--- src/rtl/seg7_pkg.sv ---
// Shared definitions for the multiplexed 7-segment display path:
// hex-to-segment decode, blank pattern and anode one-hot helper.
package seg7_pkg;

    // Segment pattern with every segment dark (active-high encoding).
    localparam logic [6:0] SEG_BLANK = 7'h00;

    // Widest anode vector the one-hot helper can produce.
    localparam int unsigned MAX_DIGITS = 32;

    // Hex digit to segments {g,f,e,d,c,b,a}, active-high, bit0 = a.
    function automatic logic [6:0] hex7(input logic [3:0] value);
        logic [6:0] seg;
        case (value)
            4'h0: seg = 7'h3F;
            4'h1: seg = 7'h06;
            4'h2: seg = 7'h5B;
            4'h3: seg = 7'h4F;
            4'h4: seg = 7'h66;
            4'h5: seg = 7'h6D;
            4'h6: seg = 7'h7D;
            4'h7: seg = 7'h07;
            4'h8: seg = 7'h7F;
            4'h9: seg = 7'h6F;
            4'hA: seg = 7'h77;
            4'hB: seg = 7'h7C;
            4'hC: seg = 7'h39;
            4'hD: seg = 7'h5E;
            4'hE: seg = 7'h79;
            default: seg = 7'h71;
        endcase
        return seg;
    endfunction

    // One-hot anode vector for a digit index; callers cast to their width.
    function automatic logic [MAX_DIGITS-1:0] onehot(input logic [4:0] sel);
        logic [MAX_DIGITS-1:0] vec;
        vec = '0;
        vec[sel] = 1'b1;
        return vec;
    endfunction

endpackage

--- src/rtl/hex_to_seg7.sv ---
// Combinational hex digit to 7-segment decoder (active-high segments).
module hex_to_seg7
    import seg7_pkg::*;
(
    input  logic [3:0] hex,
    output logic [6:0] seg
);

    // Table lookup of the segment pattern for the current digit value.
    always_comb begin
        seg = hex7(hex);
    end

endmodule

--- src/rtl/seg7_scan_display.sv ---
// Time-multiplexed NUM_DIGITS x 7-segment driver with per-digit blink,
// dead time between slots and a double-buffered digit frame.
module seg7_scan_display
    import seg7_pkg::*;
#(
    parameter int unsigned NUM_DIGITS     = 8,
    parameter int unsigned SCAN_DIV       = 1024,
    parameter int unsigned DEAD_CYCLES    = 4,
    parameter int unsigned BLINK_FRAMES   = 32,
    parameter bit          SEG_ACTIVE_LOW = 1'b1,
    parameter bit          AN_ACTIVE_LOW  = 1'b1,
    localparam int unsigned IW = (NUM_DIGITS > 1) ? $clog2(NUM_DIGITS) : 1
) (
    input  logic                    clock,
    input  logic                    reset_n,
    input  logic [4*NUM_DIGITS-1:0] digits_in,
    input  logic                    update,
    input  logic [NUM_DIGITS-1:0]   rotor_sel,
    input  logic                    blank_en,
    output logic [6:0]              seg_out,
    output logic                    dp_out,
    output logic [NUM_DIGITS-1:0]   an_out,
    output logic [IW-1:0]           digit_idx,
    output logic                    frame_tick
);

    localparam int unsigned CW = $clog2(SCAN_DIV);
    localparam int unsigned BW = (BLINK_FRAMES > 1) ? $clog2(BLINK_FRAMES) : 1;

    logic [CW-1:0]           scan_cnt;
    logic [IW-1:0]           idx;
    logic [BW-1:0]           blink_cnt;
    logic                    blink_on;
    logic [4*NUM_DIGITS-1:0] pending;
    logic [4*NUM_DIGITS-1:0] shadow;
    logic                    pend_vld;

    logic                    slot_end;
    logic                    fw;
    logic                    lit;
    logic [3:0]              cur_nibble;
    logic [6:0]              seg_next;

    logic [NUM_DIGITS-1:0]   an_r;
    logic [6:0]              seg_r;
    logic                    dp_r;

    // Slot and frame boundary detection plus the lit decision for this cycle.
    always_comb begin
        slot_end   = (scan_cnt == CW'(SCAN_DIV - 1));
        fw         = slot_end && (idx == IW'(NUM_DIGITS - 1));
        lit        = !blank_en
                     && (scan_cnt >= CW'(DEAD_CYCLES))
                     && !(rotor_sel[idx] && !blink_on);
        cur_nibble = shadow[{idx, 2'b00} +: 4];
    end

    hex_to_seg7 u_hex_to_seg7 (
        .hex (cur_nibble),
        .seg (seg_next)
    );

    // Slot counter and digit index; reset restarts the scan at slot 0.
    always_ff @(posedge clock) begin
        if (!reset_n) begin
            scan_cnt <= '0;
            idx      <= '0;
        end else if (slot_end) begin
            scan_cnt <= '0;
            idx      <= (idx == IW'(NUM_DIGITS - 1)) ? '0 : idx + 1'b1;
        end else begin
            scan_cnt <= scan_cnt + 1'b1;
        end
    end

    // Blink phase advances once per completed frame.
    always_ff @(posedge clock) begin
        if (!reset_n) begin
            blink_cnt <= '0;
            blink_on  <= 1'b1;
        end else if (fw) begin
            if (blink_cnt == BW'(BLINK_FRAMES - 1)) begin
                blink_cnt <= '0;
                blink_on  <= !blink_on;
            end else begin
                blink_cnt <= blink_cnt + 1'b1;
            end
        end
    end

    // Pending/shadow buffers: shadow only loads at the frame wrap, and an
    // update arriving on that same cycle bypasses the pending copy.
    always_ff @(posedge clock) begin
        if (!reset_n) begin
            pending  <= '0;
            shadow   <= '0;
            pend_vld <= 1'b0;
        end else if (fw) begin
            if (update) begin
                shadow   <= digits_in;
                pend_vld <= 1'b0;
            end else if (pend_vld) begin
                shadow   <= pending;
                pend_vld <= 1'b0;
            end
        end else if (update) begin
            pending  <= digits_in;
            pend_vld <= 1'b1;
        end
    end

    // Registered display outputs, one cycle behind the scan position.
    always_ff @(posedge clock) begin
        if (!reset_n) begin
            an_r       <= '0;
            seg_r      <= SEG_BLANK;
            dp_r       <= 1'b0;
            digit_idx  <= '0;
            frame_tick <= 1'b0;
        end else begin
            an_r       <= lit ? NUM_DIGITS'(onehot(5'(idx))) : '0;
            seg_r      <= seg_next;
            dp_r       <= lit && rotor_sel[idx];
            digit_idx  <= idx;
            frame_tick <= fw;
        end
    end

    assign an_out  = AN_ACTIVE_LOW  ? ~an_r  : an_r;
    assign seg_out = SEG_ACTIVE_LOW ? ~seg_r : seg_r;
    assign dp_out  = SEG_ACTIVE_LOW ? ~dp_r  : dp_r;

endmodule
--- config.mk ---
export PLATFORM = sky130hd
export DESIGN_NAME = seg7_scan_display
export DESIGN_NICKNAME = d
export VERILOG_FILES = /design/src/rtl/seg7_pkg.sv /design/src/rtl/hex_to_seg7.sv /design/src/rtl/seg7_scan_display.sv
export SDC_FILE = /design/constraint.sdc
export NUM_CORES = 1
export LEC_CHECK = 0
export CORE_MARGIN = 1
export CORE_UTILIZATION = 55
export CTS_BUF_LIST = sky130_fd_sc_hd__clkbuf_8
export CTS_CLUSTER_DIAMETER = 100
export CTS_CLUSTER_SIZE = 12
export DETAILED_ROUTE_END_ITERATION = 16
export DONT_BUFFER_PORTS = 1
export GPL_TIMING_DRIVEN = 0
export HOLD_SLACK_MARGIN = 0.08
export PLACE_DENSITY_LB_ADDON = 0.08
export SYNTH_ARGS = -nofsm -noshare
export SYNTH_HDL_FRONTEND = slang
export SYNTH_SLANG_ARGS = --single-unit
--- constraint.sdc ---
create_clock -name clock -period 3.74 [get_ports clock]
set_input_delay 0.561 -clock clock [delete_from_list [all_inputs] [get_ports clock]]
set_output_delay 0.561 -clock clock [all_outputs]
set_load 0.05 [all_outputs]
======== Yosys cells after proc, flatten, opt, wreduce, memory -nomap -nowiden ========
Memory sizes are Yosys's and may differ from the RTL's. A register that Yosys moved wholly into a read port is not among the register bits.
Cells that the tools add are included.
Widths: inputs -> output; s select.
cells by class
  bitwise gates (word level) .............. 5
  magnitude comparators ................... 4
  eq/ne operators ......................... 3
  add/subtract/negate cells ............... 3
  shift-type cells ........................ 1
  reduce and logical (&&, ||, !) cells .... 17
  muxes and demuxes ....................... 8
operator list
  operator               count
  $mux 32                2
  $shiftx 32x6->4        1
  $add 10x1->10 const B  1
  $eq 10x10->1 const B   1
  $ge 10x3->1 const B    1
  $not 8->8              1
  $reduce_and 2->1       4
  $not 7->7              1
  $logic_and 1x1->1      6
  $lt 3x6->1 const B     1
  $add 5x1->5 const B    1
  $eq 5x5->1 const B     1
  $mux 5                 1
  $logic_not 1->1        4
  $lt 3x4->1 const B     1
  $reduce_or 2->1        2
  $add 3x1->3 const B    1
  $bmux 1 s3             1
  $demux 1 s3            1
  $eq 3x3->1 const B     1
  $ge 3x1->1 const B     1
  $mux 3                 1
  $not 1->1              3
  $mux 1                 2
  $reduce_bool 2->1      1
storage, ports and cells
  memories kept ........................... 1
  register bits after elaboration ......... 97
  output and inout bits ................... 20
  bits in read-only memories .............. 112
memory list
  memory           depth  bits a word  rd ports  clocked after memory_dff  wr ports  line            source
  (no name shown)  16     7            1         1                         0         seg7_pkg.sv:14  case (value)

======== Longest topological paths before layout ========
Gate-level depths: netlist (run 1).
  depth in word-level cells ............... 6
  depth in mapped cells ................... 10

======== Hierarchy ========
Synthesis (run 1) repeated with hierarchy kept, for this count alone.
second synthesis, totals
  cells, all modules ...................... 542
  area total of the unflattened synthesis .. 4852.2 um2
modules (own cells, without submodules)
  module             instances  area an instance (um2)  cells an instance
  seg7_scan_display  1          4564.4                  509
  hex_to_seg7        1          287.8                   33

======== Worst setup path after synthesis (run 1) ========
Ideal clock, no wire load.
  path type ............................... register -> register
  start point ............................. register idx[2]
  end point ............................... register seg_r[6]
  path slack .............................. 1322 ps
  stages on the path, launching flop included .. 10
  buffers on the path ..................... 2
  data required time ...................... 3654 ps
  data arrival time ....................... 2332 ps
  period minus slack after synthesis ...... 2418 ps
  setup time .............................. 86 ps
  cell sequence ........................... dfxtp_1 -> clkbuf_1 -> clkbuf_1 -> nor2_1 -> a22oi_1 -> nor2b_1 -> or3_1 -> ha_1 -> mux2_4 -> a211oi_1
between the ends
  word-level cells in the longest chain between the ends .. 1
ends and longest elaborated chain
  element                 line                     source
  start, declared         seg7_scan_display.sv:31  logic [IW-1:0] idx;
  start signal, assigned  seg7_scan_display.sv:70  idx <= (idx == IW'(NUM_DIGITS - 1)) ? '0 : idx + 1'b1;
  $shiftx 32x6->4         seg7_scan_display.sv:55  cur_nibble = shadow[{idx, 2'b00} +: 4];
  end, declared           seg7_scan_display.sv:45  logic [6:0] seg_r;
Every way passes these cells.
A chain may end at the register's enable or synchronous reset.

======== Worst setup path after layout (run 1) ========
  start point ............................. register idx[1]
  end point ............................... register seg_r[1]
Same word-level chain as after synthesis.

==> reports/qor.yml, run 1 <==
skew_ns: 0.0158
ys.flop_type: "dfxtp_1"
path_cells: "buf_2 > buf_1 > mux2i_1 > nor2_1 > nor3_1 > ha_1 > inv_1 > mux2i_1 > a221oi_1"
grt_usage_pct: 26.1
critPathTopFamily: "buffers and inverters"
ys_seq_area_share_pct: 42.2
drc_errors: 0
die_h_microns: 96.7
yosysWarnings: 0
cts_hold_buf: 0
outcome: "finished clean"
cts_tree: "done"
die_area_sq_um: 9360
antenna_cells: 0
grt_max_degree: 17
syn_area_per_cell_sq_um: 9.01
setup_viol: 0
clk_pin_slew_ns: 0.11
powerDensity_nw_per_um2: 392
synthTopCellsByArea: "dfxtp_1 42%, mux2i_1 7.5%, a21oi_1 6.3%, a311oi_1 4.4%, nand2_1 4.0%"
cpPeakStageDelay_ns: 0.51
worstSetupStartpointType: "flop"
grt_pass1_vias: 3949
min_path_type: "primary input to flop"
crit_slowest_cell: "dfxtp_1"
layout_min_cycle_time_ns: 2.99
vias_per_cell: 6.09
p_leak_nw: 1.90
synth_edf_count: 0
hold_slack_ns: 0.329
core_area_sq_um: 8720
drt_iter0_drc: 211
crit_buf_inv: 3
gp_congestion: 0.844
fin_nets: 616
tightest_slew_ns: 0.834
final_antenna_net_count: 0
worstPathRequired_ns: 4.01
max-vdd-ir-drop_uv: 230
htree_levels: 3
internal-power_mw: 1.57
grt-ovfl-total: 0
port_buffers: 0
cp-end-kind: "flop"
grt_first_pass_wirelength_mm: 19.7
clock_latency_ns: 0.38
routed_wl_mm: 11.9
dp_cells: 656
cpMostUsedCell: "mux2i_1"
wire_per_inst_microns: 17.7
die_x_microns: 96.7
critPathKind: "flop to flop"
finalSetupTns_ns: 0
syn_nets: 605
antenna_found_initial: 0
dp_hpwl_mm: 8.72
comb_power_share_pct: 7.1
num_rows: 34
netlist_instances: 548
drive_gt1_share_pct: 9.04
cts_setup_buffers: 0
maxSlewViolCount: 0
pwr-share-seq_pct: 55.2
post_synth_num_cell_types: 52
synthArstFlopShare_pct: 0
path_max_fanout: 10
clock_path_buffers: 2
synth_top_area_share_pct: 42.2
syn_area_sq_um: 4940
drt_pass1_iterations: 5
num-fill-cells: 770
final_cell_mix: "104 x dfxtp_1, 62 x a21oi_1, 53 x nand2_1, 39 x nand3_1, 37 x mux2i_1"
fin_crit_sh_pct: 80.0
rsz0062_at_grt: "no"
fmax_mhz: 334
initial_core_util_pct: 56.6
via_count: 4090
slew_headroom_pct: 43.8
clock-root-buffer: "clkbuf_8"
cts_sinks: 104
layoutNonFillerInstCount: 672
final_common_cell: "dfxtp_1"
yosysTopAreaCell: "dfxtp_1"
ios: 64
synth-seq-cells: 104
p_switching_mw: 0.503
arrival_ns: 3.27
area_growth_syn_to_layout_pct: 7.20
p_total_mw: 2.08
cts_resized: 0
clockPowerShare_pct: 37.8
numCtsBuffers: 9
cap_violations: 0
hold_viol_final: 0
netSwitchingFraction_pct: 24.2
worst paths after layout:
| path | start | to | slack [ns] | cells past startpoint |
|---|---|---|---|---|
| worst min register to register | pending[16] | pending[16] | 0.46 | 2 |
| worst max-delay path | idx[1] | seg_r[1] | 0.75 | 9 |
| worst max register to register | idx[1] | seg_r[1] | 0.75 | 9 |
| worst min-delay path | digits_in[6] | pending[6] | 0.33 | 2 |
cell families (layout without fill, tap and decap cells):
group,count (synthesis),count (layout),share of synthesized area [%]
xor+xnor,9,9,1.60
compound gates,119,119,15.7
flops,104,104,42.2
mux,59,59,13.6
simple gates,168,168,17.2
buf+inv,76,92,6.46
fa+ha+maj,13,13,3.30
synthesized netlist by cell type, types with 2 or more instances:
master	count
mux2_2	15
a221oi_1	2
mux4_2	4
nor3_1	3
xnor2_1	4
a311oi_1	25
nand3_1	39
or3_1	5
o21ai_0	9
and2_1	5
a211oi_1	5
nand3b_1	3
mux2_4	2
ha_1	13
nand4_1	10
buf_1	6
nand2b_1	5
buf_2	8
nor4_1	10
and3_1	4
nor2_1	19
inv_1	26
mux2i_1	37
and4_1	2
dfxtp_1	104
nand4b_1	2
a31oi_1	2
clkbuf_1	34
xor2_1	5
or4_1	2
o211ai_1	2
o31ai_1	2
nor2b_1	2
a21oi_1	62
nand2_1	53
layout make-up:
type | instances | area [sq um] | area share (%)
Sequential cell | 104 | 2080 | 39.3
Inverter | 26 | 97.6 | 1.84
Buffer | 50 | 221 | 4.19
Clock buffer | 10 | 138 | 2.60
Multi-Input combinational cell | 368 | 2530 | 47.9
Clock inverter | 6 | 82.6 | 1.56
Tap cell | 108 | 135 | 2.55
state kept, by name, indices dropped and copies added (netlist names), 3 cells and up:
signal	cells
shadow	32
idx	3
blink_cnt	5
digit_idx	3
scan_cnt	10
an_r	8
pending	32
seg_r	7
power by group through the flow:
stage / sequential (mW) / clock, mW / combinational, mW
floorplan: 1.17 / 0 / 0.113
global placement: 1.17 / 0 / 0.143
detailed placement: 1.17 / 0 / 0.146
CTS: 1.15 / 0.786 / 0.147
global route: 1.15 / 0.840 / 0.162
finish: 1.15 / 0.784 / 0.147
worst reg2reg max path: cells and delay by family, from the launching register on:
| family | cells | cell delay, ns |
|---|---|---|
| DFF | 1 | 0.51 |
| and+or+nand+nor | 2 | 0.58 |
| AOI/OAI and AO/OA | 1 | 0.25 |
| adders and majority gates | 1 | 0.33 |
| buffers and inverters | 3 | 0.85 |
| muxes | 2 | 0.38 |
metal layers:
metal	vias to the layer above	global-route usage, %	part of all wire (%)
met5	-	0	0
met4	0	9.53	2.0
met3	21	4.62	4.8
met2	120	41.2	46
met1	1947	35.8	47
li1	2002	-	-
stage by stage:
step | util (%) | setup slack, ns | cell area (sq um)
floorplan | - | 1.32 | 4940
global placement | 58.1 | 0.793 | 5070
detailed placement | 58.1 | 0.731 | 5070
CTS | 60.7 | 0.714 | 5290
global route | 60.7 | 0.561 | 5290
finish | 60.7 | 0.750 | 5290
No activity file was read; power rests on OpenSTA's default activity.
==> run 2: changes to the inputs <==
==> constraint.sdc (replaced) <==
create_clock -name clock -period 2.5 [get_ports clock]
set_input_delay 0.375 -clock clock [delete_from_list [all_inputs] [get_ports clock]]
set_output_delay 0.375 -clock clock [all_outputs]
set_load 0.05 [all_outputs]
==> run 2 against run 1 <==
Against the previous run: setup slack worse by 0.70 ns; combinational power up 50%; die area unchanged; clock skew down 0.0017 ns; power up 50%; worst hold slack worse by 0.18 ns; sequential power up 49%; cell count down 0.15%; global-route usage about the same.
==> reports/qor.yml, run 2 (synthesis gave the netlist of run 1 again) <==
final_antenna_net_count: 0  # unchanged
final_common_cell: "dfxtp_1"  # unchanged
path_cells: "buf_4 > buf_6 > mux2i_2 > nor2_1 > or3_1 > ha_1 > mux2_4 > a211oi_1"  # was buf_2 > buf_1 > mux2i_1 > nor2_1 > nor3_1 > ha_1 > inv_1 > mux2i_1 > a221oi_1
drive_gt1_share_pct: 10.5  # was 9.04%
die_x_microns: 96.7  # unchanged
arrival_ns: 2.73  # was 3.27 ns
cap_violations: 0  # unchanged
worstPathRequired_ns: 2.78  # was 4.01 ns
path_max_fanout: 10  # unchanged
clock_latency_ns: 0.38  # about the same
routed_wl_mm: 12.0  # was 11.9 mm
layout_min_cycle_time_ns: 2.45  # was 2.99 ns
r2r_cells: 8  # was 9
fin_crit_sh_pct: 97.9  # was 80.0%
reg.largest.list: "pending: 32 flops, shadow: 32 flops, scan_cnt: 10 flops"  # unchanged
area_growth_syn_to_layout_pct: 8.21  # was 7.20%
cts_sinks: 104  # unchanged
grt_pass1_vias: 3955  # was 3949
cts_tree: "done"  # unchanged
hold_viol_final: 0  # unchanged
via_count: 4054  # was 4090
outcome: "finished clean"  # unchanged
critPathKind: "flop to flop"  # unchanged
r2r_start: "idx[1]"  # unchanged
skew_ns: 0.0141  # was 0.0158 ns
fin_nets: 615  # was 616
num_rows: 34  # unchanged
r2r-end: "seg_r[6]"  # was seg_r[1]
cpPeakStageDelay_ns: 0.44  # was 0.51 ns
grt-ovfl-total: 0  # unchanged
ios: 64  # unchanged
grt_usage_pct: 26.1  # about the same
hold_depth: 2  # unchanged
cp-end-kind: "flop"  # unchanged
final_core_util_pct: 61.2  # was 60.7%
critPathTopFamily: "simple AND/OR/NAND/NOR gates"  # was buffers and inverters
numCtsBuffers: 9  # unchanged
htree_levels: 3  # unchanged
slew_headroom_pct: 54.5  # was 43.8%
antenna_cells: 0  # unchanged
vias_per_cell: 6.04  # was 6.09
grt_first_pass_wirelength_mm: 19.7  # unchanged
p_leak_nw: 1.95  # was 1.90 nW
drt_iter0_drc: 237  # was 211
worstSetupStartpointType: "flop"  # unchanged
drt_pass1_iterations: 5  # unchanged
maxSlewViolCount: 0  # unchanged
drc_errors: 0  # unchanged
clk_pin_slew_ns: 0.11  # about the same
min_to: "pending[6]"  # unchanged
min_path_type: "primary input to flop"  # unchanged
final_cell_mix: "103 x dfxtp_1, 62 x a21oi_1, 53 x nand2_1, 39 x nand3_1, 36 x mux2i_1"  # was 104 x dfxtp_1, 62 x a21oi_1, 53 x nand2_1, 39 x nand3_1, 37 x mux2i_1
max-vdd-ir-drop_uv: 347  # was 230 uV
grt_max_degree: 20  # was 17
hold_slack_ns: 0.146  # was 0.329 ns
setup_viol: 0  # unchanged
clock_path_buffers: 2  # unchanged
powerDensity_nw_per_um2: 581  # was 392 nW/um^2
wire_per_inst_microns: 17.9  # was 17.7 microns
clock-root-buffer: "clkbuf_8"  # unchanged
reg2reg_setup_slack_ns: 0.05  # was 0.75 ns
die_h_microns: 96.7  # unchanged
min_from: "digits_in[6]"  # unchanged
fmax_mhz: 409  # was 334 MHz
rsz0062_at_grt: "yes"  # was no
finalSetupTns_ns: 0  # unchanged
crit_buf_inv: 2  # was 3
crit_slowest_cell: "or3_1"  # was dfxtp_1
die_area_sq_um: 9360  # unchanged
antenna_found_initial: 0  # unchanged
core_area_sq_um: 8720  # unchanged
initial_core_util_pct: 56.6  # unchanged
dp_hpwl_mm: 8.72  # unchanged
cts_hold_buf: 0  # unchanged
gp_congestion: 0.844  # unchanged
port_buffers: 0  # unchanged
tightest_slew_ns: 0.683  # was 0.834 ns
[run 2: worst reg2reg max path, delay by kind of cell, from the launching register on]
family                     cells  cell delay, ns
AOI/OAI and AO/OA              1            0.24
muxes                          2            0.52
buffers and inverters          2            0.38
DFF                            1            0.41
adders and majority gates      1            0.28
and+or+nand+nor                2            0.54
[run 2: repair_timing]
| item | 4_1_cts | 5_1_grt |
|---|---|---|
| setup endpoints to repair | 37 | 25 |
| buffers inserted | 0 | 0 |
| hold endpoints to repair | 0 | 0 |
| resized for setup | 11 | 6 |
[run 2: per-stage QoR]
| stage | instances | power (mW) | area [sq um] | worst slack, ns |
|---|---|---|---|---|
| floorplan | 548 | 1.92 | 4940 | 0.0825 |
| global placement | 656 | 1.96 | 5070 | -0.447 |
| detailed placement | 656 | 1.97 | 5070 | -0.509 |
| CTS | 671 | 3.11 | 5310 | 0.0120 |
| global route | 671 | 3.22 | 5340 | -0.0453 |
| finish | 671 | 3.10 | 5340 | 0.0537 |
[run 2: routing by layer]
metal | vias to the layer above | share of wire (%) | GRT usage, %
li1 | 1995 | - | -
met1 | 1926 | 47 | 35.8
met2 | 113 | 47 | 41.2
met3 | 20 | 4.4 | 4.62
met4 | 0 | 1.9 | 9.53
met5 | - | 0 | 0
[run 2: worst max path at each step]
stage	start	to	slack (ns)	cells after the start
floorplan	idx[2]	seg_r[6]	0.08	9
global placement	idx[1]	seg_r[6]	-0.45	8
detailed placement	idx[1]	seg_r[1]	-0.51	9
CTS	idx[1]	seg_r[6]	0.01	8
global route	idx[1]	seg_r[6]	-0.05	8
finish	idx[1]	seg_r[6]	0.05	8
[run 2: area by class of cell]
type / count / area, sq um
multi-input combinational: 368 / 2570
clock buffer: 10 / 138
sequential: 104 / 2090
fill: 762 / 3380
buffer: 49 / 236
inverter: 26 / 97.6
tap: 108 / 135
clock inverter: 6 / 82.6
[run 2: power by group]
| group | total (mW) | internal (mW) | switching (mW) |
|---|---|---|---|
| registers | 1.71 | 1.69 | 0.0189 |
| clock network | 1.17 | 0.589 | 0.582 |
| logic | 0.221 | 0.0710 | 0.150 |
| total | 3.10 | 2.35 | 0.751 |
